==> src/rtl/regfile_wb_arbiter.sv <==
// Register file write-port arbiter: pipeline writeback vs. multi-cycle MDU.
// Tracks MDU-pending destinations and forces a WB bubble when the MDU starves.
module regfile_wb_arbiter #(
    parameter int STARVE_LIMIT = 4,
    parameter int DATA_W       = 32
) (
    input  logic              clk,
    input  logic              rst,
    input  logic              wb_we,
    input  logic [4:0]        wb_addr,
    input  logic [DATA_W-1:0] wb_data,
    input  logic              mdu_issue,
    input  logic [4:0]        mdu_issue_addr,
    input  logic              mdu_valid,
    output logic              mdu_ready,
    input  logic [4:0]        mdu_addr,
    input  logic [DATA_W-1:0] mdu_data,
    output logic              rf_we,
    output logic [4:0]        rf_waddr,
    output logic [DATA_W-1:0] rf_wdata,
    input  logic [4:0]        rs_addr,
    input  logic [4:0]        rt_addr,
    output logic              rs_busy,
    output logic              rt_busy,
    output logic              pipe_stall,
    output logic              proto_err
);

    localparam logic [3:0] LIM = 4'(STARVE_LIMIT);

    logic [31:0] busy;
    logic [31:0] busy_nxt;
    logic [3:0]  wait_cnt;
    logic        a_act;
    logic        hs;
    logic        blocked;
    logic        iss_act;
    logic        waw;

    assign a_act     = wb_we && (wb_addr != 5'd0);
    assign mdu_ready = !a_act;
    assign hs        = mdu_valid && mdu_ready;
    assign blocked   = mdu_valid && !mdu_ready;
    assign iss_act   = mdu_issue && (mdu_issue_addr != 5'd0);
    assign waw       = iss_act && busy[mdu_issue_addr];

    assign rs_busy = busy[rs_addr];
    assign rt_busy = busy[rt_addr];

    always_comb begin
        rf_we    = 1'b0;
        rf_waddr = 5'd0;
        rf_wdata = '0;
        if (a_act) begin
            rf_we    = 1'b1;
            rf_waddr = wb_addr;
            rf_wdata = wb_data;
        end else if (hs && (mdu_addr != 5'd0)) begin
            rf_we    = 1'b1;
            rf_waddr = mdu_addr;
            rf_wdata = mdu_data;
        end
    end

    // Set is applied after clear so a same-cycle issue to the retiring reg wins.
    always_comb begin
        busy_nxt = busy;
        if (hs)
            busy_nxt[mdu_addr] = 1'b0;
        if (iss_act)
            busy_nxt[mdu_issue_addr] = 1'b1;
        busy_nxt[0] = 1'b0;
    end

    always_ff @(posedge clk or posedge rst) begin
        if (rst) begin
            busy       <= '0;
            wait_cnt   <= 4'd0;
            pipe_stall <= 1'b0;
            proto_err  <= 1'b0;
        end else begin
            busy <= busy_nxt;

            if (blocked) begin
                if (wait_cnt != LIM)
                    wait_cnt <= wait_cnt + 4'd1;
            end else begin
                wait_cnt <= 4'd0;
            end

            if (hs)
                pipe_stall <= 1'b0;
            else if (blocked && (wait_cnt == LIM - 4'd1))
                pipe_stall <= 1'b1;

            if (waw || (a_act && pipe_stall))
                proto_err <= 1'b1;
        end
    end

endmodule

==> config.mk <==
export PLATFORM = sky130hd
export DESIGN_NAME = regfile_wb_arbiter
export DESIGN_NICKNAME = d
export VERILOG_FILES = /design/src/rtl/regfile_wb_arbiter.sv
export SDC_FILE = /design/constraint.sdc
export NUM_CORES = 1
export LEC_CHECK = 0
export CAP_MARGIN = 15
export CORE_ASPECT_RATIO = 0.6
export CORE_MARGIN = 4
export CORE_UTILIZATION = 45
export DETAILED_ROUTE_END_ITERATION = 8
export PLACE_DENSITY = 0.93
export SKIP_CTS_REPAIR_TIMING = 1
export SLEW_MARGIN = 15
export SYNTH_ARGS = -nofsm -noshare
export SYNTH_HDL_FRONTEND = slang
export SYNTH_SLANG_ARGS = --single-unit
==> constraint.sdc <==
create_clock -name clk -period 5.6 [get_ports clk]
set_input_delay 0.84 -clock clk [delete_from_list [all_inputs] [get_ports clk]]
set_output_delay 0.84 -clock clk [all_outputs]
set_load 0.03 [all_outputs]
==> flow_metrics.py, run 1 <==
metrics = {
    "status": {
        "outcome": "finished, final reports clean",
    },
    "finish": {
        "synthToLayoutAreaGrowth_pct": 51.0,
        "drive_gt1_share_pct": 10.8,
        "seqCellArea_um2": 926,
        "multi_input_area_um2": 1800,
        "n_fill_cell": 445,
        "antenna_cells": 0,
        "nets": 504,
    },
    "sta": {
        "fmax_mhz": 212,
        "relSlewSlack_pct": 38.0,
        "fin_tns_setup_ns": 0,
        "finalCritPeriodShare_pct": 84.3,
        "drv_slew": 0,
        "rsz0062_at_grt": "no",
        "worstMarginPinSlew_ns": 0.927,
        "period_minus_slack_ns": 4.72,
        "setup_violations": 0,
        "hold_viol": 0,
        "fin_worst_skew_ns": 0.00552,
        "setup_slack_ns": 0.879,
    },
    "drt": {
        "wl_met2_mm": 5.26,
        "drt_iter0_drc": 297,
        "firstDrtPassIters": 5,
        "dr_wl_met3_mm": 1.54,
        "drt-total-wl_mm": 11.8,
        "via_count": 3198,
        "maxUsedRoutingLayer": "met5",
        "wl_per_cell_um": 24.0,
        "drc": 0,
        "vias_per_cell": 6.49,
        "ant_nets": 0,
        "wl_met1_mm": 4.84,
    },
    "global_routing": {
        "grt_remaining_overflow": 0,
        "grt_pass1_wl_mm": 18.1,
        "antenna_found_initial": 1,
        "grtUsageTotal_pct": 30.0,
        "grt_start_max_net_pins": 38,
        "grt_pass1_vias": 3154,
    },
    "clock_tree": {
        "cts_sinks": 37,
        "cts_tree": "yes",
        "cts_root_buf": "clkbuf_8",
        "htreeDepth": 2,
        "clk_latency_ns": 0.29,
        "cts_buffers": 5,
        "cts_buffer_depth": 2,
        "clkTransAtPathRegs_ns": 0.08,
    },
    "setup_path": {
        "crit_arrival_ns": 3.88,
        "crit_path_end_kind": "output pin",
        "required_ns": 4.76,
        "cp-start-kind": "primary input",
        "path_max_fanout": 37,
        "critPathKind": "primary input to output pin",
    },
    "min_path": {
        "hp-class": "flip-flop to flip-flop",
    },
    "logic_synthesis": {
        "synth_fp_nets": 382,
        "avgSynthCellArea_um2": 10.0,
        "ys_seq_area_share_pct": 32.2,
        "netlist_area_um2": 2870,
        "ys_ff_latch": 37,
        "yosysUniqueCellTypes": 45,
        "netlist_instances": 286,
        "synth-edff-count": 0,
        "synth_warnings": 0,
        "synth_ff_type": "dfrtp_1",
        "synth-async-reset-ratio_pct": 100,
    },
    "floorplanning": {
        "fp.dieW_um": 111,
        "rows": 22,
        "start_util_pct": 46.8,
        "die_h_um": 69.9,
        "coreArea_um2": 6140,
        "ios": 137,
        "dieArea_um2": 7760,
    },
    "pwr": {
        "ir_drop_uv": 176,
        "power_density_nw_per_um2": 243,
        "p_leak_nw": 1.63,
    },
    "placement": {
        "numPortBuffers": 136,
        "post-place-ws_ns": 0.881,
        "dp_hpwl_mm": 9.30,
        "globalplace.congestion": 0.987,
    },
    "run": {
        "maxCapViolCount": 0,
    },
}
-- per-stage QoR --
step	cell area [um^2]	hold WS, ns	utilization (%)	power (W)	instances
after CTS	4340	0.520	70.6	0.00105	493
after floorplan	2870	0.498	-	0.000619	286
after global placement	4220	0.470	68.8	0.000795	485
after detailed placement	4220	0.498	68.8	0.000811	485
final	4340	0.512	70.6	0.00105	493
after global routing	4340	0.545	70.6	0.00110	493
-- placed cells by master, fill, tap and decap left out, types with 3 or more instances in the layout --
master / count
clkdlybuf4s50_1: 136
o21ai_0: 66
dfrtp_1: 37
a22o_1: 36
mux4_2: 20
nor2_1: 11
mux2i_1: 10
nand3b_1: 9
nand3_1: 8
nand2_1: 7
a21oi_1: 6
mux2_2: 5
clkbuf_8: 5
nand4b_1: 4
nand2b_1: 4
or3b_2: 4
nor3_1: 4
inv_1: 3
-- power breakdown --
group	switching [W]	internal (W)	total, W	leakage (nW)
Combinational	0.000203	0.000230	0.000434	1.12
Sequential	0.0000616	0.000322	0.000383	0.448
Clock	0.000104	0.000133	0.000237	0.0543
-- Yosys cell counts (all sizes together) (5+ instances only) --
cell    number  area [um^2]
o21ai       67          335
mux4        20          450
mux2         5         56.3
clkbuf      14         52.6
nand3        8         40.0
dfrtp       37          926
a21oi        6         30.0
buf          9         80.1
nor2        11         41.3
nand3b       9         67.6
mux2i       10          100
a22o        36          315
nand2        7         26.3
-- final cells by class --
cell class                      instances  area share (%)
Multi-Input combinational cell        222            41.4
Timing Repair Buffer                  138            31.7
Sequential cell                        37            21.4
Tap cell                               84            2.42
Clock buffer                            5            1.59
Clock inverter                          3            1.07
Inverter                                4           0.404
-- cell families after synthesis --
group	after synthesis	share of synthesized area, %
AOI/OAI and AO/OA	116	25.9
and+or+nand+nor	68	14.3
DFF	37	32.2
muxes	35	21.1
buffers and inverters	27	5.23
adders and majority gates	2	0.871
xor gates and xnor gates	1	0.305
-- routing by layer --
layer	GRT usage, %	up-vias
met3	10.6	25
li1	-	1371
met4	5.67	2
met1	41.9	1571
met5	0	-
met2	45.9	229
-- flip-flops by register name (all words and copies together) (netlist names) --
signal      flops
pipe_stall      1
proto_err       1
wait_cnt        4
busy           31
-- worst max-delay path, cell delays in order --
cell             delay [ns]
clkdlybuf4s50_1        0.42
or4_1                  0.51
o21a_1                 0.18
buf_4                  0.25
inv_4                  0.12
and2_1                 0.26
o31a_4                 0.40
a22o_1                 0.19
clkdlybuf4s50_1        0.70
-- path summary, 6_finish.rpt --
check,from,end,slack [ns],cells after the start
hold / removal,proto_err$_DFFE_PP0P_,proto_err$_DFFE_PP0P_,0.51,2
min in group asynchronous,rst,wait_cnt[0]$_DFFE_PP0P_,0.95,3
max in group asynchronous,rst,busy[15]$_DFF_PP0_,4.31,3
setup reg to reg,busy[11]$_DFF_PP0_,proto_err$_DFFE_PP0P_,3.46,5
setup / recovery,wb_addr[1],rf_wdata[29],0.88,9
hold reg to reg,proto_err$_DFFE_PP0P_,proto_err$_DFFE_PP0P_,0.51,2
Note: power is estimated with default switching activity, not from simulation.
==> run 2, diff against run 1 <==
CORE_UTILIZATION = 42   (was 45)
PLACE_DENSITY = 0.88   (was 0.93)
clock period = 4.65 ns   (was 5.6 ns; I/O delays follow)
==> flow_metrics.py, run 2 (same netlist as run 1, synthesis figures left out) <==
metrics = {
    "run": {
        "maxCapViolCount": 0,
    },
    "global_routing": {
        "grt_remaining_overflow": 0,
        "grt_pass1_vias": 3130,
        "grtUsageTotal_pct": 29.2,
        "grt_pass1_wl_mm": 18.1,
        "grt_start_max_net_pins": 38,
        "antenna_found_initial": 3,
    },
    "clock_tree": {
        "cts_root_buf": "clkbuf_16",
        "cts_tree": "yes",
        "cts_buffer_depth": 2,
        "cts_buffers": 5,
        "clkTransAtPathRegs_ns": 0.06,
        "htreeDepth": 2,
        "cts_sinks": 37,
        "clk_latency_ns": 0.28,
    },
    "pwr": {
        "ir_drop_uv": 191,
        "power_density_nw_per_um2": 311,
        "p_leak_nw": 1.69,
        "p_total_w": 0.00133,
    },
    "setup_path": {
        "cp-start-kind": "primary input",
        "required_ns": 3.95,
        "crit_chain": "clkdlybuf4s50_1 > mux4_2 > mux4_2 > mux2_2 > clkdlybuf4s50_1",
        "critPathKind": "primary input to output pin",
        "path_max_fanout": 9,
        "crit_arrival_ns": 3.43,
        "critical_path_buf_inv_count": 2,
        "cp_top_family": "buffers and inverters",
        "crit_path_max_incr_delay_ns": 0.79,
        "crit_path_end_kind": "output pin",
        "cp_slowest_cell": "clkdlybuf4s50_1",
    },
    "floorplanning": {
        "dieArea_um2": 8270,
        "coreArea_um2": 6650,
        "ios": 137,
        "rows": 23,
        "fp.dieW_um": 115,
        "die_h_um": 72.1,
        "start_util_pct": 43.2,
    },
    "finish": {
        "layout_commonest_cell": "clkdlybuf4s50_1",
        "antenna_cells": 0,
        "nets": 505,
        "largestRegisters": "busy x31, wait_cnt x4",
        "largest_reg_flops": 31,
        "top_register": "busy",
        "stdcell_count": 496,
        "n_fill_cell": 533,
        "final_cell_mix": "103 x clkdlybuf4s50_1, 66 x o21ai_0, 37 x dfrtp_1",
        "drive_gt1_share_pct": 18.6,
        "synthToLayoutAreaGrowth_pct": 49.5,
    },
    "drt": {
        "ant_nets": 0,
        "vias_per_cell": 6.46,
        "via_count": 3205,
        "firstDrtPassIters": 5,
        "drc": 0,
        "drt-total-wl_mm": 12.1,
        "wl_per_cell_um": 24.4,
        "drt_iter0_drc": 444,
    },
    "sta": {
        "worstMarginPinSlew_ns": 0.678,
        "drv_slew": 0,
        "setup_slack_ns": 0.524,
        "fmax_mhz": 242,
        "relSlewSlack_pct": 54.7,
        "period_minus_slack_ns": 4.13,
        "setup_violations": 0,
        "fin_tns_setup_ns": 0,
        "hold_viol": 0,
        "finalCritPeriodShare_pct": 88.7,
        "rsz0062_at_grt": "no",
        "fin_worst_skew_ns": 0.00595,
    },
    "placement": {
        "numPortBuffers": 136,
        "place_inst": 489,
        "globalplace.congestion": 1.03,
        "dp_hpwl_mm": 9.49,
        "post-place-ws_ns": 0.574,
    },
    "status": {
        "outcome": "finished, final reports clean",
    },
    "min_path": {
        "hp-class": "flip-flop to flip-flop",
    },
}
[run 2: cell types whose count changed in the layout (fill, tap and decap cells not counted), sizes merged]
cell           previous run  this run
clkbuf                    5         7
bufinv                    1         0
buf                       2        36
clkinvlp                  1         0
clkdlybuf4s50           136       103
clkinv                    1         0
[run 2: per-layer routing]
metal  vias up  wire length [um]  global-route usage [%]
li1       1377                 -                       -
met1      1527              4570                    39.6
met2       257              5370                    43.8
met3        36              1820                    12.6
met4         8               261                    6.12
met5         -                81                    3.03
[run 2: where the power goes]
part / internal, W / total [W] / switching [W]
combinational: 0.000268 / 0.000501 / 0.000233
sequential: 0.000388 / 0.000489 / 0.000101
clock: 0.000211 / 0.000345 / 0.000135
[run 2: cell type report]
type	count	area, um^2	share of cell area, %
Clock buffer	7	143	3.32
Multi-Input combinational cell	222	1800	41.8
Sequential cell	37	926	21.6
Timing Repair Buffer	139	1300	30.3
Inverter	4	17.5	0.408
Tap cell	87	109	2.54
[run 2: final timing paths]
check,end,cells past startpoint,slack [ns],from
max,rt_busy,5,0.52,rt_addr[1]
min,proto_err$_DFFE_PP0P_,2,0.50,proto_err$_DFFE_PP0P_
max reg2reg,proto_err$_DFFE_PP0P_,5,2.39,busy[11]$_DFF_PP0_
min reg2reg,proto_err$_DFFE_PP0P_,2,0.50,proto_err$_DFFE_PP0P_
max in group asynchronous,busy[23]$_DFF_PP0_,3,3.47,rst
min in group asynchronous,busy[13]$_DFF_PP0_,3,0.84,rst
[run 2: worst reg2reg max path, stage by stage (launching register included)]
cell and delay, ns:
dfrtp_1 0.44, mux4_2 0.49, and3_1 0.18, or4_1 0.53
nor4b_1 0.39, o21ai_1 0.11
[run 2: metrics by stage]
step	hold WS [ns]	area, um^2	util [%]
5_1_grt	0.540	4290	64.6
3_3_place_gp	0.472	4150	62.4
4_1_cts	0.507	4290	64.6
2_1_floorplan	0.498	2870	-
3_5_place_dp	0.497	4150	62.4
6_report	0.498	4290	64.6
==> run 3, diff against run 2 <==
clock period = 4 ns   (was 4.65 ns; I/O delays follow)
==> flow_metrics.py, run 3 (same netlist as run 1, synthesis figures left out) <==
metrics = {
    "sta": {
        "worstMarginPinSlew_ns": 0.521,
        "hold_viol": 0,
        "relSlewSlack_pct": 65.2,
        "hold_slack_ns": 0.495,
        "fmax_mhz": 258,
        "setup_violations": 0,
        "setup_slack_ns": 0.129,
        "drv_slew": 0,
        "period_minus_slack_ns": 3.87,
        "rsz0062_at_grt": "no",
        "fin_tns_setup_ns": 0,
        "fin_worst_skew_ns": 0.00469,
        "finalCritPeriodShare_pct": 96.8,
    },
    "clock_tree": {
        "htreeDepth": 2,
        "cts_buffer_depth": 2,
        "clkTransAtPathRegs_ns": 0.05,
        "cts_sinks": 37,
        "clk_latency_ns": 0.28,
        "cts_tree": "yes",
        "cts_root_buf": "clkbuf_16",
        "cts_buffers": 5,
    },
    "drt": {
        "drt_iter0_drc": 337,
        "firstDrtPassIters": 5,
        "drt-total-wl_mm": 12.0,
        "via_count": 3151,
        "drc": 0,
        "wl_per_cell_um": 24.0,
        "vias_per_cell": 6.30,
        "ant_nets": 0,
    },
    "global_routing": {
        "grtUsageTotal_pct": 29.3,
        "antenna_found_initial": 3,
        "grt_start_max_net_pins": 38,
        "grt_pass1_wl_mm": 18.2,
        "grt_pass1_vias": 3176,
        "grt_remaining_overflow": 0,
    },
    "setup_path": {
        "cp_slowest_cell": "clkdlybuf4s50_1",
        "path_max_fanout": 9,
        "critical_path_buf_inv_count": 2,
        "crit_arrival_ns": 3.27,
        "crit_path_end_kind": "output pin",
        "crit_chain": "clkdlybuf4s50_1 > mux4_2 > mux4_2 > mux2_2 > clkdlybuf4s50_1",
        "cp-start-kind": "primary input",
        "cp_top_family": "buffers and inverters",
        "crit_path_max_incr_delay_ns": 0.78,
        "critPathKind": "primary input to output pin",
        "required_ns": 3.40,
    },
    "finish": {
        "final_cell_mix": "98 x clkdlybuf4s50_1, 66 x o21ai_0, 40 x buf_4",
        "nets": 508,
        "synthToLayoutAreaGrowth_pct": 52.7,
        "drive_gt1_share_pct": 20.8,
        "antenna_cells": 0,
        "n_fill_cell": 533,
        "largestRegisters": "busy x31, wait_cnt x4",
        "layout_commonest_cell": "clkdlybuf4s50_1",
        "top_register": "busy",
        "finish.utilization_pct": 66.0,
        "largest_reg_flops": 31,
    },
    "placement": {
        "numPortBuffers": 136,
        "post-place-ws_ns": 0.105,
        "dp_hpwl_mm": 9.53,
        "globalplace.congestion": 1.03,
    },
    "floorplanning": {
        "dieArea_um2": 8270,
        "coreArea_um2": 6650,
        "start_util_pct": 43.2,
        "rows": 23,
        "die_h_um": 72.1,
        "ios": 137,
        "fp.dieW_um": 115,
    },
    "pwr": {
        "ir_drop_uv": 203,
        "power_density_nw_per_um2": 372,
        "p_total_w": 0.00163,
        "p_leak_nw": 1.74,
    },
    "run": {
        "maxCapViolCount": 0,
    },
    "min_path": {
        "hp-class": "flip-flop to flip-flop",
    },
    "status": {
        "outcome": "finished, final reports clean",
    },
}
## run 3: cell types whose count changed in the layout (fill, tap and decap cells not counted), sizes merged
| cell | before | now |
|---|---|---|
| buf | 36 | 44 |
| bufinv | 0 | 1 |
| clkbuf | 7 | 6 |
| clkdlybuf4s50 | 103 | 98 |
| clkinvlp | 0 | 1 |
## run 3: report_power, final
group	switching (W)	total (W)	internal, W
clock network	0.000157	0.000468	0.000311
logic	0.000271	0.000590	0.000319
registers	0.000120	0.000571	0.000451
total	0.000549	0.00163	0.00108
## run 3: per-stage QoR
stage / std cells / area, um^2
2_1_floorplan: 286 / 2870
3_3_place_gp: 492 / 4210
3_5_place_dp: 492 / 4210
4_1_cts: 500 / 4390
5_1_grt: 500 / 4390
6_report: 500 / 4390
## run 3: worst paths after layout
check | startpoint | end | slack [ns] | depth (start not counted)
worst max-delay path | rs_addr[1] | rs_busy | 0.13 | 5
worst min-delay path | proto_err$_DFFE_PP0P_ | proto_err$_DFFE_PP0P_ | 0.50 | 2
worst max register to register | busy[8]$_DFF_PP0_ | proto_err$_DFFE_PP0P_ | 1.79 | 5
worst min register to register | proto_err$_DFFE_PP0P_ | proto_err$_DFFE_PP0P_ | 0.50 | 2
max in group asynchronous | rst | busy[9]$_DFF_PP0_ | 2.91 | 3
min in group asynchronous | rst | wait_cnt[1]$_DFFE_PP0P_ | 0.74 | 3
## run 3: area by class of cell
class / count / area, um^2 / area share (%)
inverter: 4 / 17.5 / 0.399
multi-input combinational: 222 / 1800 / 40.9
clock inverter: 2 / 37.5 / 0.856
clock buffer: 6 / 139 / 3.17
tap: 87 / 109 / 2.48
timing repair buffer: 142 / 1360 / 31.0
sequential: 37 / 926 / 21.1
## run 3: routing by layer
layer  part of all wire (%)  track usage [%]  vias up
li1                       -                -     1375
met1                     39             38.5     1512
met2                     45             45.2      223
met3                     13             12.4       35
met4                    2.4             7.55        6
met5                   0.45                0        -
## run 3: tightest hold or removal path, delay by kind of cell (launching register included)
kind / cells / cell delay, ns
DFF: 1 / 0.35
AOI/OAI and AO/OA: 2 / 0.10
